**src/rtl/fclk_align.sv**
```systemverilog
// fclk_align: frame-clock word aligner driving deserializer bitslip.
// Ports: divclk/rst (sync, active-high), fclk_deser word, restart,
//   bitslip pulse, aligned, align_err, slip_count.
module fclk_align #(
   parameter logic [7:0]  EXPECTED_PATTERN = 8'hF0,
   parameter int unsigned LOCK_COUNT       = 16,
   parameter int unsigned LOSS_COUNT       = 4,
   parameter int unsigned SETTLE_CYCLES    = 4,
   parameter int unsigned MAX_SLIPS        = 8
) (
   input  logic       divclk,
   input  logic       rst,
   input  logic [7:0] fclk_deser,
   input  logic       restart,
   output logic       bitslip,
   output logic       aligned,
   output logic       align_err,
   output logic [3:0] slip_count
);

   localparam int MW = $clog2(LOCK_COUNT + 1);
   localparam int LW = $clog2(LOSS_COUNT + 1);
   localparam int SW = $clog2(SETTLE_CYCLES + 1);

   localparam logic [MW-1:0] LOCK_LAST =
      MW'(LOCK_COUNT - 1);
   localparam logic [LW-1:0] LOSS_LAST =
      LW'(LOSS_COUNT - 1);
   localparam logic [SW-1:0] SETTLE_LOAD =
      SW'(SETTLE_CYCLES - 1);
   localparam logic [3:0] SLIP_MAX =
      4'(MAX_SLIPS);

   typedef enum logic [2:0] {
      S_CHECK,
      S_SLIP,
      S_SETTLE,
      S_LOCKED,
      S_FAIL
   } state_t;

   state_t        state_q, state_d;
   logic [MW-1:0] match_q, match_d;
   logic [LW-1:0] miss_q, miss_d;
   logic [SW-1:0] settle_q, settle_d;
   logic [3:0]    slips_q, slips_d;

   logic bitslip_q, bitslip_d;
   logic aligned_q, aligned_d;
   logic err_q, err_d;

   logic is_match;

   assign is_match = (fclk_deser == EXPECTED_PATTERN);

   always_comb begin
      state_d  = state_q;
      match_d  = match_q;
      miss_d   = miss_q;
      settle_d = settle_q;
      slips_d  = slips_q;

      if (restart) begin
         state_d  = S_CHECK;
         match_d  = '0;
         miss_d   = '0;
         settle_d = '0;
         slips_d  = '0;
      end else begin
         unique case (state_q)
            S_CHECK: begin
               if (is_match) begin
                  if (match_q == LOCK_LAST) begin
                     state_d = S_LOCKED;
                     match_d = '0;
                  end else begin
                     match_d = match_q + 1'b1;
                  end
               end else begin
                  match_d = '0;
                  if (slips_q == SLIP_MAX) begin
                     state_d = S_FAIL;
                  end else begin
                     state_d = S_SLIP;
                  end
               end
            end

            S_SLIP: begin
               slips_d  = slips_q + 1'b1;
               settle_d = SETTLE_LOAD;
               state_d  = S_SETTLE;
            end

            // Words are still in flux after a slip; ignore them.
            S_SETTLE: begin
               if (settle_q == '0) begin
                  state_d = S_CHECK;
               end else begin
                  settle_d = settle_q - 1'b1;
               end
            end

            S_LOCKED: begin
               if (is_match) begin
                  miss_d = '0;
               end else if (miss_q == LOSS_LAST) begin
                  state_d = S_CHECK;
                  miss_d  = '0;
                  match_d = '0;
                  slips_d = '0;
               end else begin
                  miss_d = miss_q + 1'b1;
               end
            end

            S_FAIL: begin
               state_d = S_FAIL;
            end

            default: begin
               state_d = S_CHECK;
            end
         endcase
      end
   end

   // Outputs are decoded from the next state so that
   // they are registered yet line up with the state.
   always_comb begin
      bitslip_d = (state_d == S_SLIP);
      aligned_d = (state_d == S_LOCKED);
      err_d     = (state_d == S_FAIL);
   end

   always_ff @(posedge divclk) begin
      if (rst) begin
         state_q   <= S_CHECK;
         match_q   <= '0;
         miss_q    <= '0;
         settle_q  <= '0;
         slips_q   <= '0;
         bitslip_q <= 1'b0;
         aligned_q <= 1'b0;
         err_q     <= 1'b0;
      end else begin
         state_q   <= state_d;
         match_q   <= match_d;
         miss_q    <= miss_d;
         settle_q  <= settle_d;
         slips_q   <= slips_d;
         bitslip_q <= bitslip_d;
         aligned_q <= aligned_d;
         err_q     <= err_d;
      end
   end

   assign bitslip    = bitslip_q;
   assign aligned    = aligned_q;
   assign align_err  = err_q;
   assign slip_count = slips_q;

endmodule

```
**config.mk**
```make
export PLATFORM = sky130hd
export DESIGN_NAME = fclk_align
export DESIGN_NICKNAME = d
export VERILOG_FILES = /design/src/rtl/fclk_align.sv
export SDC_FILE = /design/constraint.sdc
export NUM_CORES = 1
export LEC_CHECK = 0
export BUFFER_PORTS_ARGS = -buffer_cell sky130_fd_sc_hd__buf_2
export CAP_MARGIN = 20
export CORE_MARGIN = 8
export CORE_UTILIZATION = 55
export CTS_BUF_LIST = sky130_fd_sc_hd__clkbuf_8
export CTS_CLUSTER_DIAMETER = 120
export CTS_CLUSTER_SIZE = 10
export DETAILED_ROUTE_END_ITERATION = 8
export PLACE_DENSITY = 0.77
export SYNTH_ARGS = -nofsm -noshare
export SYNTH_HDL_FRONTEND = slang
export SYNTH_SLANG_ARGS = --single-unit
export TNS_END_PERCENT = 100
```
**constraint.sdc**
```tcl
create_clock -name divclk -period 3.7 [get_ports divclk]
set_input_delay 0.74 -clock divclk [delete_from_list [all_inputs] [get_ports divclk]]
set_output_delay 0.74 -clock divclk [all_outputs]
set_load 0.005 [all_outputs]
```
==> results <==
- The flow ran to the end, and the final reports show no timing, DRC or antenna violations.
- IR analysis of the VDD net gives a maximum drop of 0.000167 V.
- After synthesis, the share of cell area in mux cells is 1.03%.
- The initial standard-cell utilization of the core is 56.7%.
- The first-pass iteration count of the detailed router is 4.
- The count of filler cells inserted in the layout is 176.
- The global-route congestion overflow total is 0.
- Between clock sinks in the finished design, the worst skew comes to 0.00627 ns.
- In the global route stage, overall resource usage came out at 13.2%.
- The maximum fanout count along the critical path is 7.
- The post-CTS setup repair buffer count is 0.
- The fraction of synthesized cell area taken by the top area cell type is 38.6%.
- The critical path goes through buf_2 -> or4_4 -> or2_0 -> nor3_1 -> a22o_1.
- The synthesized area divided by synthesized cell count is 8.51 um^2.
- The post-synthesis compound-gate area fraction is 21.7%.
- The post-synth design cell area is 1090 um^2.
- The max-slew violation total from the final report is 0.
- The largest incremental delay on the critical path is 0.53 ns.
- The fraction of the core area covered by cells at the end of the flow is 63.5%.
- The post-detailed-routing wire length is 2270 um.
- After floorplanning, the core was sized to cover 1920 um^2.
- The simple-gate portion of the synthesized area is 26.2%.
- By area the synthesized netlist is led by sky130_fd_sc_hd__dfxtp_1 39%, sky130_fd_sc_hd__ha_1 6.9%, sky130_fd_sc_hd__nor2_1 3.8%.
- After synthesis, the largest family of logic cells by area is simple AND/OR/NAND/NOR gates.
- Counting instances in the post-synthesis netlist gives the leading cell types as 21 x sky130_fd_sc_hd__dfxtp_1, 11 x sky130_fd_sc_hd__nor2_1, 8 x sky130_fd_sc_hd__a21oi_1, 8 x sky130_fd_sc_hd__o21ai_0.
- The leakage power is 0.000468 uW.
- The register area is 420 um^2.
- The cell with the largest stage delay on the worst path is sky130_fd_sc_hd__or4_4.
- The worst slew margin relative to its limit is 62.0%.
- The fraction of final layout cells sized beyond drive strength 1 is 16.9%.
- The number of nets still failing antenna checks after routing is 0.
- The mean number of vias per cell is 5.81.
- The DRC violation count after routing is 0.
- Counting distinct cell types in the post-synthesis netlist gives 37.
- From bottom edge to top edge, the die measures 60.5 um.
- The final setup violation count is 0.
- Summing the areas of all fa, ha and maj instances in the mapped netlist gives 6.89% of the synthesized area.
- Dividing total power by cell area gives a power density of 341 nW/um^2.
- The overall die area is 3660 um^2.
- The data required time of the critical path is 3.90 ns.
- The type of the most critical hold path is reg2reg.
- The most instantiated library cell after synthesis is sky130_fd_sc_hd__dfxtp_1.
- The initial antenna violation count is 0.
- The number of enable flip-flop cells after synthesis is 0.
- The total of flip-flops plus latches after synthesis is 21.
- The final period utilization is 55.8%.
- The die outline width is 60.5 um.
- In the final routed layout, each cell accounts on average for 13.4 um.
- The number of hold buffers added after CTS was 0.
- The worst setup path is captured at a register.
- Counting the buffers created by CTS gives 3.
- Detailed routing inserted a total of 982 vias.
- The synthesized netlist net count is 145.
- TritonCTS built the clock tree.
- The source-to-sink clock delay at the later pin of the worst-skew pair is 0.26 ns.
- Once the clock tree was built, the resizer swapped 0 gates to a different size.
- The number of global-route vias before repair is 926.
- The number of clock sinks is 21.
- For this run, asynchronously set or reset flops after synthesis account for 0%.
- The number of warnings printed during yosys synthesis is 0.
- Grouping stages by cell kind, the critical path spends the most delay in simple AND/OR/NAND/NOR gates.
- The buffer type at the clock tree root is sky130_fd_sc_hd__clkbuf_8.
- The worst-case clock buffer depth is 2.
- In the final layout, the multi-input gates occupy 608 um^2.
- The peak clock frequency supported by timing is 0.484 GHz.
- The estimated wirelength of the detail-placed design is 1710 um.
- The max-cap check violation count is 0.
- Setup repair after global routing left no endpoint under its margin.
- The floorplan has 16 rows.
- The sum of buffers and inverters on the critical path is 1.
- The cell count after synthesis is 128.
- The number of failing hold endpoints at the final stage is 0.
- The arrival time at the worst endpoint is 2.27 ns.
- The final weighted congestion in routability-driven placement is 0.807.
- Summed over all instances, the cell type with the most area after synthesis is sky130_fd_sc_hd__dfxtp_1.
- The kind of critical path is in2reg.
- The detailed router's first-iteration violation count is 18.
- Of the total synthesized cell area, the portion taken by XOR and XNOR cells is 0%.
- The final total negative setup slack is 0 ns.
- The worst setup path is launched from an input pin.
- After clock tree synthesis, the clock-pin slew on the worst setup and hold paths is 0.08 ns.
- In this run the number of H-tree levels came out at 1.
- The number of antenna diodes in the final layout is 0.
- The slew at the pin closest to its max-slew limit is 0.570 ns.
- Buffers placed on the I/O ports in this run total 17.
- The number of top-level pins is 18.
- The maximum number of pins on one net before global-route repair is 17.
- After the last flow step, the layout net total stands at 160.
- The relative area change from synthesis to final layout is 11.9%.
- The sequential element share of the synthesized area is 38.6%.
- The dominant register cell in the synthesized netlist is sky130_fd_sc_hd__dfxtp_1.
- The minimum clock period is 2.07 ns.
- The wire length of the first global-routing pass is 3800 um.
## path summary, 6_finish.rpt
check / cells past startpoint / startpoint / slack, ns / end
worst max-delay path: 5 / fclk_deser[1] / 1.63 / match_q[1]
worst min-delay path: 2 / miss_q[0] / 0.48 / miss_q[0]
worst max register to register: 4 / state_q[1] / 2.03 / match_q[1]
worst min register to register: 2 / miss_q[0] / 0.48 / miss_q[0]
## worst min-delay path, stage by stage, from the launching register on
cell	delay, ns
sky130_fd_sc_hd__dfxtp_1	0.33
sky130_fd_sc_hd__nand2_1	0.05
sky130_fd_sc_hd__a21oi_1	0.05
## kinds of logic (layout without fill, tap and decap cells)
| logic type | count (synthesis) | count (layout) |
|---|---|---|
| flops | 21 | 21 |
| simple gates | 52 | 52 |
| mux | 1 | 1 |
| fa+ha+maj | 6 | 6 |
| buf+inv | 14 | 28 |
| compound gates | 34 | 34 |
## final cells by class
cell class / count / share of cell area (%)
Clock inverter: 1 / 0.410
Tap cell: 27 / 2.77
Clock buffer: 3 / 3.38
Sequential cell: 21 / 34.5
Multi-Input combinational cell: 93 / 49.8
Timing Repair Buffer: 17 / 6.97
Inverter: 7 / 2.15
## per-stage QoR
| step | std cells | worst slack (ns) | total power, uW | cell area, um^2 | hold WS [ns] |
|---|---|---|---|---|---|
| floorplan | 128 | 1.61 | 259 | 1090 | 0.432 |
| global placement | 165 | 1.42 | 268 | 1170 | 0.442 |
| detailed placement | 165 | 1.37 | 269 | 1170 | 0.466 |
| CTS | 169 | 1.64 | 417 | 1220 | 0.477 |
| global route | 169 | 1.55 | 430 | 1220 | 0.501 |
| finish | 169 | 1.63 | 416 | 1220 | 0.479 |
## metal layers
layer  GRT usage, %  vias up  part of all wire, %
met4           5.65        0                  1.3
li1               -      497                    -
met3           2.97        4                  3.9
met5              0        -                    0
met2           22.3       21                   45
met1           15.7      460                   50
## flip-flops by register name, summed over array words and instances, names as in the netlist
signal      flops
slip_count      4
miss_q          3
state_q         3
match_q         5
bitslip         1
align_err       1
aligned         1
settle_q        3
## power by group
part / switching, uW / internal (uW)
logic: 17.4 / 12.8
clock network: 76.8 / 74.9
registers: 4.38 / 229
total: 98.7 / 317
## cell usage in the layout, fill, tap and decap left out, drive strengths merged, types with 6 or more instances in the layout
cell type	netlist	layout
buf	2	17
inv	7	7
o21ai	10	10
nor2	11	11
nand3	7	7
dfxtp	21	21
a21oi	8	8
ha	6	6
Note: power is estimated with default switching activity, not from simulation.
